[src/rtl/dpram_arb_pkg.sv]
// Shared types and constants for the dpram port arbiter: FSM state encoding,
// requester-count limits and the index-width helper.
package dpram_arb_pkg;

    typedef enum logic {
        IDLE   = 1'b0,
        LOCKED = 1'b1
    } arb_state_e;

    localparam int NREQ_MIN = 2;
    localparam int NREQ_MAX = 8;

    // Width of a requester index; never below one bit so NREQ=2 still gets a real signal.
    function automatic int clog2(input int n);
        int r;
        r = 0;
        while ((1 << r) < n) r++;
        return (r < 1) ? 1 : r;
    endfunction

endpackage

[src/rtl/rr_pick.sv]
// Combinational round-robin picker: first valid requester at or above ptr,
// wrapping modulo NREQ. Returns a one-hot grant and the matching index.
module rr_pick
    import dpram_arb_pkg::*;
#(
    parameter int NREQ = 4,
    parameter int IW   = clog2(NREQ)
) (
    input  logic [NREQ-1:0] valid,
    input  logic [IW-1:0]   ptr,
    output logic [NREQ-1:0] grant,
    output logic [IW-1:0]   idx
);

    logic          found;
    logic [IW-1:0] j;

    always_comb begin
        grant = '0;
        idx   = '0;
        found = 1'b0;
        j     = '0;
        for (int k = 0; k < NREQ; k++) begin
            j = IW'((int'(ptr) + k) % NREQ);
            if (!found && valid[j]) begin
                found    = 1'b1;
                grant[j] = 1'b1;
                idx      = j;
            end
        end
    end

endmodule

[src/rtl/dpram_port_arbiter.sv]
// Shares one dpram port among NREQ requesters: round-robin grant with burst lock,
// read responses returned one cycle later and tagged to the issuing requester.
module dpram_port_arbiter
    import dpram_arb_pkg::*;
#(
    parameter int NREQ = 4,
    parameter int DATA = 16,
    parameter int ADDR = 5
) (
    input  logic                 clk,
    input  logic                 rst_n,
    input  logic [NREQ-1:0]      req_valid,
    output logic [NREQ-1:0]      req_ready,
    input  logic [NREQ-1:0]      req_we,
    input  logic [NREQ-1:0]      req_last,
    input  logic [NREQ*ADDR-1:0] req_addr,
    input  logic [NREQ*DATA-1:0] req_wdata,
    output logic [NREQ-1:0]      rsp_valid,
    output logic [DATA-1:0]      rsp_rdata,
    output logic                 ram_we,
    output logic [ADDR-1:0]      ram_addr,
    output logic [DATA-1:0]      ram_din,
    input  logic [DATA-1:0]      ram_dout
);

    localparam int            IW       = clog2(NREQ);
    localparam logic [IW-1:0] LAST_IDX = IW'(NREQ - 1);

    arb_state_e      state;
    logic [IW-1:0]   rr_ptr;
    logic [IW-1:0]   owner;
    logic [NREQ-1:0] pick_grant;
    logic [IW-1:0]   pick_idx;
    logic [NREQ-1:0] grant;
    logic [IW-1:0]   gidx;
    logic [IW-1:0]   next_ptr;
    logic            beat;
    logic [ADDR-1:0] addr_q;
    logic [DATA-1:0] din_q;
    logic [NREQ-1:0] vld_p1;

    logic [ADDR-1:0] addr_arr [NREQ];
    logic [DATA-1:0] wdata_arr [NREQ];

    for (genvar i = 0; i < NREQ; i++) begin : g_unpack
        assign addr_arr[i]  = req_addr[i*ADDR +: ADDR];
        assign wdata_arr[i] = req_wdata[i*DATA +: DATA];
    end

    rr_pick #(
        .NREQ (NREQ),
        .IW   (IW)
    ) u_pick (
        .valid (req_valid),
        .ptr   (rr_ptr),
        .grant (pick_grant),
        .idx   (pick_idx)
    );

    // Grant is suppressed while reset is held so nothing reaches the RAM during reset.
    always_comb begin
        grant = '0;
        gidx  = owner;
        if (rst_n) begin
            if (state == IDLE) begin
                grant = pick_grant;
                gidx  = pick_idx;
            end else begin
                grant[owner] = req_valid[owner];
            end
        end
    end

    assign beat      = |grant;
    assign req_ready = grant;
    assign next_ptr  = (gidx == LAST_IDX) ? '0 : gidx + 1'b1;

    // Idle cycles replay the last accepted beat's address/data so bystanders cannot toggle the RAM pins.
    assign ram_we    = beat & req_we[gidx];
    assign ram_addr  = beat ? addr_arr[gidx]  : addr_q;
    assign ram_din   = beat ? wdata_arr[gidx] : din_q;

    assign rsp_valid = vld_p1;
    assign rsp_rdata = ram_dout;

    // p0 -> p1: accepted read beat becomes a response tag aligned with the RAM output register.
    always_ff @(posedge clk or negedge rst_n) begin
        if (!rst_n) begin
            state  <= IDLE;
            rr_ptr <= '0;
            owner  <= '0;
            vld_p1 <= '0;
            addr_q <= '0;
            din_q  <= '0;
        end else begin
            vld_p1 <= (beat && !req_we[gidx]) ? grant : '0;
            if (beat) begin
                addr_q <= ram_addr;
                din_q  <= ram_din;
                if (req_last[gidx]) begin
                    state  <= IDLE;
                    rr_ptr <= next_ptr;
                end else begin
                    state  <= LOCKED;
                    owner  <= gidx;
                end
            end
        end
    end

endmodule

[config.mk]
export PLATFORM = sky130hd
export DESIGN_NAME = dpram_port_arbiter
export DESIGN_NICKNAME = d
export VERILOG_FILES = /design/src/rtl/dpram_arb_pkg.sv /design/src/rtl/rr_pick.sv /design/src/rtl/dpram_port_arbiter.sv
export SDC_FILE = /design/constraint.sdc
export NUM_CORES = 1
export LEC_CHECK = 0
export CAP_MARGIN = 30
export CORE_MARGIN = 2
export CORE_UTILIZATION = 45
export CTS_CLUSTER_SIZE = 10
export DETAILED_ROUTE_END_ITERATION = 8
export DONT_BUFFER_PORTS = 1
export GPL_TIMING_DRIVEN = 0
export MAX_ROUTING_LAYER = met4
export PLACE_DENSITY = 0.66
export SLEW_MARGIN = 20
export SYNTH_ARGS = -nofsm -noshare
export SYNTH_HDL_FRONTEND = slang
export SYNTH_HIERARCHICAL = 1
export SYNTH_SLANG_ARGS = --single-unit
export TNS_END_PERCENT = 30
[constraint.sdc]
create_clock -name clk -period 3.6 [get_ports clk]
set_input_delay 0.54 -clock clk [delete_from_list [all_inputs] [get_ports clk]]
set_output_delay 0.54 -clock clk [all_outputs]
set_load 0.005 [all_outputs]
==> results summary, run 1 <==
The run finished, with violations left. The final reports fail on setup timing. Summing internal, switching and leakage power gives 0.00384 W. The max-slew violation count is 0.

The highest layer touched by signal routing is met4. The sequential share of the synthesized area came out at 0.273. The number of levels the H-tree was split into came out at 2. The critical path start-end classification is flop to output pin. At the worst endpoint, the arrival time is 3.52 ns.

After synthesis, the cell types taking the most area are sky130_fd_sc_hd__dfrtp_1 27%, sky130_fd_sc_hd__mux4_2 22%, sky130_fd_sc_hd__mux2_1 12%, sky130_fd_sc_hd__buf_4 4.9%, sky130_fd_sc_hd__mux2_4 3.8%. After the last flow step, the layout net total stands at 376. The antenna diode count is 0. Walking the worst path, the cells encountered are buf_6 > inv_4 > ha_4 > mux4_2 > nand2b_4 > nor3_4 > a22oi_1 > o21ai_1 > or4_1 > mux2_4 > and2_4 > clkbuf_16 > mux2_4. For this design, the slowest cell found on the critical path is sky130_fd_sc_hd__or4_1. The synthesized design spends more area on one cell type than any other, namely sky130_fd_sc_hd__dfrtp_1. The number of antenna violations at the first check in global routing is 0. The count of max-cap constraint violations came out at 0. For this run, the slowest stage of the critical path takes between 0.5 and 0.6 ns. The HPWL after detailed placement is 4790 um. The met2 wire length is 3450 um.

The post-route setup TNS is -9.72 ns. For the worst flop-to-flop path, the logic depth is 15. The largest net degree at the start of global routing is 31. The required arrival time at the worst endpoint is 3.06 ns. The final clock period utilization by the worst path came out at 1.13. The area overhead of the layout relative to synthesis came out at 24.0%. The worst-case hold slack came out at 0.0755 ns. The smallest setup slack after layout came out at -0.456 ns. Of the total synthesized cell area, the portion taken by XOR and XNOR cells is 0.

Clock-pin slew was measured on the worst setup and hold paths at 0.07 ns. The x dimension of the die is 82.1 um. The vias after detailed routing came out at 2027. The simple logic cell fraction of the synthesized area came out at 0.0719. The async set or reset register ratio after synthesis is 1.00. The areal power density over the cells came out at 1130 nW/um^2.

Dividing the synthesized area by the synthesized cell count gives around 13 um^2. The number of hold-slack violations in the final timing report is 0. The worst vdd rail ir drop is 0.581 mV. Detailed routing placed a total of 618 um of wire on met3. The leakage power of the design is 1.45 nW. The starting density of the core came out at 0.464. The total of flip-flops plus latches after synthesis came out at 30. Clock tree synthesis inserted a total of 5 buffers.

The fraction of layout instances using a drive strength above 1 is 0.580. The die area is 6750 um^2. The worst slew slack as a fraction of its limit is 0.656. The cell count after synthesis came out at 214. For this design the top-level I/O count stands at 160.

The die is 82.1 um tall. On the critical path the largest part of the delay comes from simple AND/OR/NAND/NOR gates. Synthesis instantiated 47 different standard cells from the library. Yosys printed 6 warnings. The detailed router put a total of 2800 um of wire on met1.

The actual slew at the worst max-slew pin is 0.512 ns. The first-pass GRT wire length came out at just over 9000 um. The number of global-route vias before repair came out at about 1800. TritonCTS built the clock tree.

The root cell of the clock tree is sky130_fd_sc_hd__clkbuf_8. The length of the first detailed-routing pass in iterations is 4. The core region area came out at 5920 um^2. The total standard cell area after synthesis came out at between 2000 and 3000 um^2. The setup violation total in the final timing report is 23. Of the post-synthesis cell area, the dominant cell type holds 0.273. The commonest cells after synthesis are 30 x sky130_fd_sc_hd__dfrtp_1, 30 x sky130_fd_sc_hd__mux2_1, 27 x sky130_fd_sc_hd__mux4_2, 18 x sky130_fd_sc_hd__buf_4. When the netlist entered floorplanning its net count stood at 333.

The total track usage is 0.193. The utilization after layout is 0.576. STA classifies the critical path endpoint as an output pin. The post-synthesis compound-gate area fraction came out at 0.0870.

The critical path contains buffers and inverters numbering 3 combined. The adder-cell area share of the yosys netlist is 0.0228. The number of flops mapped to enable cells by yosys came out at 0. The clock tree skew after final layout is 0.00605 ns.

The longest clock path from root to sink contains 2 buffers. The DRC violation total after the first TritonRoute iteration is 110. The proportion of synthesized area in mux cells came out at 0.448.

After floorplanning, the core was divided into 28 placement rows. The element type at the critical path start is a flop. Among all flip-flop cells after synthesis, the most frequent one is sky130_fd_sc_hd__dfrtp_1. After global routing the overflow that remains totals 0. Timing analysis after detailed placement gives a worst setup slack of -0.247 ns. After synthesis, the largest family of logic cells by area is multiplexers. The routability-driven placement congestion ratio is 0.791.

The clock latency on the worst-skew pair came out at 0.28 ns. Setup repair after global routing could not meet its margin everywhere. The detail route stage leaves a number of antenna-violating nets equal to 0. The number of input and output port buffers inserted is 0. Counting stages on the worst path, the most repeated cell is sky130_fd_sc_hd__mux2_4.

The critical path crosses 13 cells after its start point. The minimum clock period after layout is 4.06 ns. For this run, design rule violations remaining after detail routing come to 0.

The worst hold-check path type is primary input to asynchronous set/reset pin. The per-cell via count in the routed design is 6.11. Dividing the detail-routed wire length by the instance count gives roughly 21 um. The final layout contains routed wiring with a total length of 6950 um. The achievable clock frequency came out at 247 MHz. The clock net in this run drives a total of 30 sinks. The highest net fanout along the worst path came out at 5.
==> kinds of logic (layout without fill, tap and decap cells) <==
group | after synthesis | after routing
flip-flops | 30 | 30
multiplexers | 78 | 78
adder cells (fa/ha/maj) | 5 | 5
AND/OR/NAND/NOR | 29 | 30
AO/OA/AOI/OAI | 38 | 38
buffers and inverters | 34 | 76
==> flip-flops by register name (all words and copies together) (netlist names) <==
name,count
rsp_valid,4
state,1
rr_ptr,2
addr_q,5
owner,2
din_q,16
==> what timing repair did <==
action,4_1_cts,5_1_grt
hold buffers,1,0
setup buffers,26,8
cloned,1,2
gates resized for setup,17,10
hold endpoints to repair,30,0
endpoints found under the setup margin,22,23
pin swaps,8,5
==> stage by stage <==
step	cells	instance area (um^2)
2_1_floorplan	214	2840
4_1_cts	322	3290
3_3_place_gp	289	2930
3_5_place_dp	289	2930
6_report	332	3410
5_1_grt	332	3410
==> cell type report <==
type / instances / area, um^2
clock buffers: 5 / 68.8
repair buffers: 36 / 358
multi-input cells: 151 / 1840
inverters: 5 / 21.3
plain buffers: 28 / 268
flip-flops and latches: 30 / 753
well taps: 75 / 93.8
clock inverters: 2 / 10.0
fillers: 471 / 2510
==> routing by layer <==
layer,global-route usage,up-vias
li1,-,907
met1,0.237,991
met2,0.315,122
met3,0.0511,7
met4,0.0533,0
met5,-,-
==> layout by cell type, fill, tap and decap left out, drive strengths merged, types with 2 or more instances in the layout <==
cell | Yosys | final
buf | 28 | 62
mux2 | 45 | 45
dfrtp | 30 | 30
mux4 | 28 | 28
o21ai | 12 | 12
a22oi | 8 | 8
nor2b | 7 | 7
clkbuf | 1 | 7
nand2 | 6 | 6
a21oi | 6 | 6
mux2i | 5 | 5
ha | 5 | 5
inv | 5 | 5
nor3 | 3 | 3
and2 | 2 | 3
a21boi | 2 | 2
o22ai | 2 | 2
o31ai | 2 | 2
clkinv | 0 | 2
nor2 | 2 | 2
==> path summary, 6_finish.rpt <==
kind	from	endpoint	slack [ns]
worst max-delay path	rr_ptr[0]$_DFFE_PN0P_	ram_din[1]	-0.46
worst min-delay path	rst_n	addr_q[2]$_DFFE_PN0P_	0.08
worst max register to register	rr_ptr[0]$_DFFE_PN0P_	din_q[13]$_DFFE_PN0P_	0.01
worst min register to register	din_q[4]$_DFFE_PN0P_	din_q[4]$_DFFE_PN0P_	0.48
max in group asynchronous	rst_n	rr_ptr[1]$_DFFE_PN0P_	3.34
min in group clk	din_q[4]$_DFFE_PN0P_	din_q[4]$_DFFE_PN0P_	0.48
==> where the power goes <==
group / switching, W / total (W) / leakage, nW / internal, W
combinational: 0.00125 / 0.00300 / 1.04 / 0.00175
sequential: 0.0000856 / 0.000591 / 0.361 / 0.000506
clock: 0.000118 / 0.000247 / 0.0438 / 0.000129
total: 0.00145 / 0.00384 / 1.45 / 0.00239
Note: power is estimated with default switching activity, not from simulation.
==> run 2: changes to the inputs <==
--- a/config.mk
+++ b/config.mk
@@ -14,6 +14,7 @@
 export GPL_TIMING_DRIVEN = 0
 export MAX_ROUTING_LAYER = met4
 export PLACE_DENSITY = 0.66
+export SKIP_LAST_GASP = 1
 export SLEW_MARGIN = 20
 export SYNTH_ARGS = -nofsm -noshare
 export SYNTH_HDL_FRONTEND = slang
==> run 2 against run 1 <==
The flow still finishes with violations (setup timing). Setup slack gained 0.13 ns. Non-clock buffer count rose by 3. Maximum frequency is 3.3% higher. Die area unchanged. Register-to-register slack improved by 0.13 ns. First-iteration DRC count shrank 3.6%. Sequential power hardly changed. Via count rose by 0.25%.
==> results summary, run 2 (synthesis results as in run 1) <==
The element type at the critical path start is a flop (unchanged). The total design power is 0.00384 W (about the same). The number of hold-slack violations in the final timing report came out at 0 (unchanged).

The number of input and output port buffers inserted came out at 0 (unchanged). The total track usage is 0.192 (was 0.193). The critical path start-end classification is flop to output pin (unchanged).

The final HPWL from detailed placement is 4790 um (unchanged). The maximum clock insertion buffer count came out at 2 (unchanged). The area overhead of the layout relative to synthesis came to 24.1% (was 24.0%). The TritonCTS buffer count is 5 (unchanged). The most common library cell in the layout ignoring fill and taps is sky130_fd_sc_hd__buf_4 (unchanged). The per-cell via count in the routed design is 6.07 (was 6.11).

The root cell of the clock tree is sky130_fd_sc_hd__clkbuf_8 (unchanged). The number of global-route vias before repair came out at 1812 (was 1824). The DRC violation total after the first TritonRoute iteration was 106 (was 110). The number of antenna-violating nets in the routed design came out at 0 (unchanged). The filler cell count in the final layout is 470 (was 471). The antenna diode count is 0 (unchanged). The multi-input combinational cell area is 1850 um^2 (was 1840 um^2). The number of levels the H-tree was split into is 2 (unchanged). The setup violation total in the final timing report came out at 23 (unchanged). The final routed wire length divided by cell count came out at 20.8 um (was 20.9 um). The top-level port count came out at 160 (unchanged). The routability-driven placement congestion ratio is 0.791 (unchanged). The largest net degree at the start of global routing came out at 31 (unchanged). The smallest setup slack after layout was -0.326 ns (was -0.456 ns). The clock tree skew after final layout is 0.00638 ns (was 0.00605 ns). The count of max-cap constraint violations is 0 (unchanged). The kind of end point of the critical path is an output pin (unchanged). The minimum clock period after layout is 3.93 ns (was 4.06 ns). The overall die height came out at 82.1 um (unchanged). The worst hold-check path type is primary input to asynchronous set/reset pin (unchanged).

The overall overflow remaining after global route came out at 0 (unchanged). The number of antenna violations at the first check in global routing is 0 (unchanged). The highest net fanout along the worst path came out at 8 (was 5).

The post-route setup TNS is -6.89 ns (was -9.72 ns). The areal power density over the cells is 1130 nW/um^2 (about the same). The core region area is 5920 um^2 (unchanged).

The vias after detailed routing was 2032 (was 2027). The length of the first detailed-routing pass in iterations came out at 4 (unchanged). The final clock period utilization by the worst path is 1.09 (was 1.13). The number of flip-flops under the largest register name came to 16 (unchanged).

The cell with the most instances on the worst path is sky130_fd_sc_hd__mux2_4 (unchanged). The data arrival time of the critical path came out at 3.39 ns (was 3.52 ns). The register bank with the most flops is din_q (unchanged).

The number of DRC violations after detailed routing was 0 (unchanged). The CTS tree was done (unchanged). The clock latency on the worst-skew pair is 0.28 ns (about the same). The critical-path cell with the highest stage delay was sky130_fd_sc_hd__or4_1 (unchanged).

The clock slew seen by the registers of the worst setup and hold paths came to 0.07 ns (about the same). The required arrival time at the worst endpoint is 3.06 ns (about the same). The max-slew violation count came out at 0 (unchanged).

RSZ-0062 raised after global routing: true (unchanged). Violated checks: setup timing (unchanged). The floorplan row count was 28 (unchanged). The fraction of layout instances using a drive strength above 1 was 0.592 (was 0.580).

The die area is 6750 um^2 (unchanged). The first-pass GRT wire length came out at 9230 um (was 9290 um). Worst path cell trace: buf_6 > inv_4 > ha_4 > mux4_2 > a22oi_1 > o21ai_1 > or4_1 > mux2_4 > and2_4 > clkbuf_16 > mux2_4 (was buf_6 > inv_4 > ha_4 > mux4_2 > nand2b_4 > nor3_4 > a22oi_1 > o21ai_1 > or4_1 > mux2_4 > and2_4 > clkbuf_16 > mux2_4). The starting density of the core was 0.464 (unchanged).

The maximum cell stage delay along the critical path came out at 0.49 ns (was 0.56 ns). The aggregate routed wire length came to 6950 um (about the same). The achievable clock frequency came to 255 MHz (was 247 MHz). The area occupied by registers came to 753 um^2 (unchanged). The x dimension of the die came out at 82.1 um (unchanged). The leakage power of the design came to 1.46 nW (was 1.45 nW).

The worst slew slack as a fraction of its limit came out at 0.607 (was 0.656). Result of the run: complete, but fails checks (unchanged). The actual slew at the worst max-slew pin came to 0.582 ns (was 0.512 ns). Commonest non-fill, non-tap cells in the layout: 55 x sky130_fd_sc_hd__buf_4, 28 x sky130_fd_sc_hd__mux4_2, 28 x sky130_fd_sc_hd__dfrtp_1 (was 42 x sky130_fd_sc_hd__buf_4, 28 x sky130_fd_sc_hd__mux4_2, 28 x sky130_fd_sc_hd__dfrtp_1). The clock sink count came to 30 (unchanged). The number of nets in the layout is 379 (was 376). The worst vdd rail ir drop was 0.613 mV (was 0.581 mV).
run 2: cell types whose count changed in the layout (fill, tap and decap cells not counted):
cell and change:
sky130_fd_sc_hd__buf_6 -10, sky130_fd_sc_hd__a22oi_1 -1, sky130_fd_sc_hd__o21ai_2 +1, sky130_fd_sc_hd__a21oi_4 +1, sky130_fd_sc_hd__a22oi_2 +1, sky130_fd_sc_hd__buf_4 +13, sky130_fd_sc_hd__a21oi_2 -1, sky130_fd_sc_hd__o21ai_1 -1
run 2: cell type report:
type                            instances  share of cell area
Sequential cell                        30               0.221
Tap cell                               75              0.0275
Clock inverter                          2             0.00294
Timing Repair Buffer                   39               0.101
Inverter                                5             0.00624
Multi-Input combinational cell        151               0.543
Clock buffer                            5              0.0202
Buffer                                 28              0.0785
run 2: final timing paths:
check | from | end | slack [ns] | cells after the start
worst max-delay path | rr_ptr[0]$_DFFE_PN0P_ | ram_din[1] | -0.33 | 11
worst min-delay path | rst_n | addr_q[2]$_DFFE_PN0P_ | 0.08 | 1
worst max register to register | rr_ptr[0]$_DFFE_PN0P_ | din_q[13]$_DFFE_PN0P_ | 0.14 | 13
worst min register to register | din_q[4]$_DFFE_PN0P_ | din_q[4]$_DFFE_PN0P_ | 0.49 | 1
max in group asynchronous | rst_n | rr_ptr[1]$_DFFE_PN0P_ | 3.34 | 1
min in group clk | din_q[4]$_DFFE_PN0P_ | din_q[4]$_DFFE_PN0P_ | 0.49 | 1
run 2: stage by stage:
step / util / std cells / hold slack (ns) / area, um^2 / setup WS (ns)
after detailed placement: 0.495 / 289 / 0.245 / 2930 / -0.247
after global routing: 0.576 / 335 / 0.0726 / 3410 / -0.421
after floorplan: - / 214 / 0.244 / 2840 / -0.0219
after global placement: 0.495 / 289 / 0.245 / 2930 / -0.224
final: 0.576 / 335 / 0.0785 / 3410 / -0.326
after CTS: 0.549 / 322 / 0.0793 / 3250 / -0.315
run 2: layer usage:
metal | track usage | wire [um] | part of all wire | up-vias
met4 | 0.0517 | 133 | 0.019 | 0
met1 | 0.234 | 2800 | 0.40 | 976
met2 | 0.316 | 3430 | 0.49 | 126
met3 | 0.0511 | 589 | 0.085 | 11
met5 | - | 0 | 0 | -
li1 | - | - | - | 919
run 2: critical path, delay by kind of cell (launching register included):
family,cells,cell delay [ns]
buffers and inverters,3,0.34
DFF,1,0.38
AOI/OAI and AO/OA,2,0.39
muxes,3,1.03
adders and majority gates,1,0.28
and+or+nand+nor,2,0.69
run 2: timing repair:
| item | CTS | global route |
|---|---|---|
| setup buffers | 26 | 12 |
| gates resized for setup | 7 | 13 |
| endpoints found under the hold margin | 30 | 0 |
| pin swaps | 8 | 8 |
| cloned | 1 | 2 |
| endpoints found under the setup margin | 22 | 23 |
| hold buffers | 1 | 0 |
run 2: power by group:
part / switching, W / internal, W
Combinational: 0.00126 / 0.00175
Sequential: 0.0000858 / 0.000506
Clock: 0.000120 / 0.000129
==> run 3: changes to the inputs <==
==> constraint.sdc (replaced) <==
create_clock -name clk -period 3.2 [get_ports clk]
set_input_delay 0.48 -clock clk [delete_from_list [all_inputs] [get_ports clk]]
set_output_delay 0.48 -clock clk [all_outputs]
set_load 0.005 [all_outputs]
==> run 3 against run 2 <==
Via count unchanged. The flow still finishes with violations (setup timing). Hold slack got worse by 0.060 ns. First-iteration DRC count unchanged. Core utilization unchanged. Combinational power increased by 13%. Count of clock-buffer cells in the layout unchanged.
==> results summary, run 3 (synthesis results as in run 1) <==
Result of the run: complete, but fails checks (unchanged). Violated checks: setup timing (unchanged). The clock latency on the worst-skew pair came out at 0.28 ns (about the same). The number of antenna violations at the first check in global routing is 0 (unchanged). The placed cell area came out at 2930 um^2 (unchanged). The per-cell via count in the routed design is 6.07 (unchanged). The length of the first detailed-routing pass in iterations is 4 (unchanged). The total track usage is 0.192 (unchanged). The power share of the clock group came out at 0.065 (about the same).

Commonest non-fill, non-tap cells in the layout: 55 x sky130_fd_sc_hd__buf_4, 28 x sky130_fd_sc_hd__mux4_2, 28 x sky130_fd_sc_hd__dfrtp_1 (unchanged). The largest net degree at the start of global routing is 31 (unchanged). The worst hold-check path type is primary input to asynchronous set/reset pin (unchanged). The routability-driven placement congestion ratio came out at 0.791 (unchanged).

The data arrival time of the critical path is 3.39 ns (about the same). The die area is 6750 um^2 (unchanged). The filler cell count in the final layout came to 470 (unchanged). The net switching power of the design is 0.00164 W (was 0.00146 W). The setup violation total in the final timing report came out at 47 (was 23). The number of DRC violations after detailed routing is 0 (unchanged).

The overall die height is 82.1 um (unchanged). The sequential fraction of design power is 0.154 (about the same). The number of input and output port buffers inserted was 0 (unchanged). The max-slew violation count was 0 (unchanged). The utilization after layout is 0.576 (unchanged).

The actual slew at the worst max-slew pin is 0.582 ns (unchanged). The worst-case hold slack was 0.0185 ns (was 0.0785 ns). The post-route setup TNS is -18.93 ns (was -6.89 ns). The kind of end point of the critical path is an output pin (unchanged). The fraction of layout instances using a drive strength above 1 was 0.592 (unchanged). The core region area came out at 5920 um^2 (unchanged). The final clock period utilization by the worst path came out at 1.21. The cell area after layout is 3410 um^2 (unchanged). The highest routing layer actually used is met4 (unchanged). The starting density of the core came to 0.464 (unchanged).

The gate family responsible for the most delay along the worst path was multiplexers (unchanged). The number of nets in the layout came to 379 (unchanged). The register bank with the most flops is din_q (unchanged). The maximum cell stage delay along the critical path came to 0.49 ns (about the same). The root cell of the clock tree is sky130_fd_sc_hd__clkbuf_8 (unchanged). The clock sink count came to 30 (unchanged).

The first-pass GRT wire length came out at 9230 um (unchanged). The most common library cell in the layout ignoring fill and taps is sky130_fd_sc_hd__buf_4 (unchanged). The overall overflow remaining after global route was 0 (unchanged). The areal power density over the cells is 1270 nW/um^2 (was 1130 nW/um^2). The worst slew slack as a fraction of its limit is 0.607 (unchanged). RSZ-0062 raised after global routing: true (unchanged). The critical path start-end classification is flop to output pin (unchanged). The switching part of the total power came to 0.380 (about the same).

The critical-path cell with the highest stage delay is sky130_fd_sc_hd__or4_1 (unchanged). The number of levels the H-tree was split into came out at 2 (unchanged). The highest net fanout along the worst path was 8 (unchanged). The number of antenna-violating nets in the routed design came to 0 (unchanged). The internal power component came to 0.00268 W (was 0.00238 W). The achievable clock frequency is 259 MHz. The x dimension of the die was 82.1 um (unchanged). The number of flip-flops under the largest register name is 16 (unchanged). The met3 wire length came to 589 um (unchanged). The minimum clock period after layout is 3.87 ns.

The met1 routed wirelength after detailed routing came to 2800 um (unchanged). The TritonCTS buffer count came out at 5 (unchanged). The count of max-cap constraint violations came out at 0 (unchanged). The area occupied by registers is 753 um^2 (unchanged). The clock slew seen by the registers of the worst setup and hold paths came to 0.07 ns (about the same).

The part of the power in combinational logic came to 0.781 (about the same). The vias after detailed routing was 2032 (unchanged). The buffer and inverter count on the worst path came to 3 (unchanged). The clock tree skew after final layout is 0.00638 ns (unchanged). The floorplan row count came out at 28 (unchanged).

The number of global-route vias before repair came out at 1812 (unchanged). The final routed wire length divided by cell count is 20.8 um (unchanged). The DRC violation total after the first TritonRoute iteration came out at 106 (unchanged). The antenna diode count is 0 (unchanged). The required arrival time at the worst endpoint came to 2.72 ns (was 3.06 ns). The met2 wire length is 3430 um (unchanged).

The element type at the critical path start is a flop (unchanged). The number of hold-slack violations in the final timing report is 0 (unchanged). The area overhead of the layout relative to synthesis is 24.1% (unchanged). The leakage power of the design is 1.46 nW (unchanged). The cell with the most instances on the worst path was sky130_fd_sc_hd__mux2_4 (unchanged). The worst vdd rail ir drop came out at 0.689 mV (was 0.613 mV).

The aggregate routed wire length came out at 6950 um (unchanged). The multi-input combinational cell area was 1850 um^2 (unchanged). The CTS tree was done (unchanged). Worst path cell trace: buf_6 > inv_4 > ha_4 > mux4_2 > a22oi_1 > o21ai_1 > or4_1 > mux2_4 > and2_4 > clkbuf_16 > mux2_4 (unchanged).

The top-level port count was 160 (unchanged). The maximum clock insertion buffer count came out at 2 (unchanged). The final HPWL from detailed placement came out at 4790 um (unchanged).

The smallest setup slack after layout is -0.666 ns (was -0.326 ns).
[run 3: cell counts in the layout (fill, tap and decap cells not counted)]
Identical to the previous run, type by type.
[run 3: what timing repair did]
action,4_1_cts,5_1_grt
endpoints found under the hold margin,30,0
cloned,1,2
setup endpoints to repair,47,49
pin swaps,8,8
resized for setup,7,13
hold buffers,1,0
buffers inserted,26,12
[run 3: final cells by class]
type                    count  area share
well taps                  75      0.0275
clock buffers               5      0.0202
repair buffers             39       0.101
flip-flops and latches     30       0.221
multi-input cells         151       0.543
clock inverters             2     0.00294
plain buffers              28      0.0785
inverters                   5     0.00624
[run 3: power groups by stage]
| stage | logic (W) | clock network, W | registers, W |
|---|---|---|---|
| finish | 0.00338 | 0.000280 | 0.000665 |
| global route | 0.00362 | 0.000313 | 0.000686 |
| CTS | 0.00309 | 0.000292 | 0.000662 |
| detailed placement | 0.00270 | 0 | 0.000695 |
| global placement | 0.00267 | 0 | 0.000686 |
| floorplan | 0.00230 | 0 | 0.000660 |
[run 3: per-stage QoR]
step	setup WS (ns)	power [W]	instances
5_1_grt	-0.761	0.00462	335
3_5_place_dp	-0.587	0.00340	289
4_1_cts	-0.655	0.00405	322
2_1_floorplan	-0.362	0.00296	214
6_report	-0.666	0.00432	335
3_3_place_gp	-0.564	0.00335	289
[run 3: metal layers]
layer,vias up,global-route usage
li1,919,-
met4,0,0.0517
met1,976,0.234
met2,126,0.316
met3,11,0.0511
met5,-,-
[run 3: final timing paths]
kind | startpoint | to | slack [ns] | cells after the start
max | rr_ptr[0]$_DFFE_PN0P_ | ram_din[1] | -0.67 | 11
min | rst_n | addr_q[2]$_DFFE_PN0P_ | 0.02 | 1
max reg2reg | rr_ptr[0]$_DFFE_PN0P_ | din_q[13]$_DFFE_PN0P_ | -0.26 | 13
min reg2reg | din_q[4]$_DFFE_PN0P_ | din_q[4]$_DFFE_PN0P_ | 0.49 | 1
max in group asynchronous | rst_n | rr_ptr[1]$_DFFE_PN0P_ | 3.00 | 1
min in group clk | req_last[1] | rr_ptr[1]$_DFFE_PN0P_ | 0.45 | 2
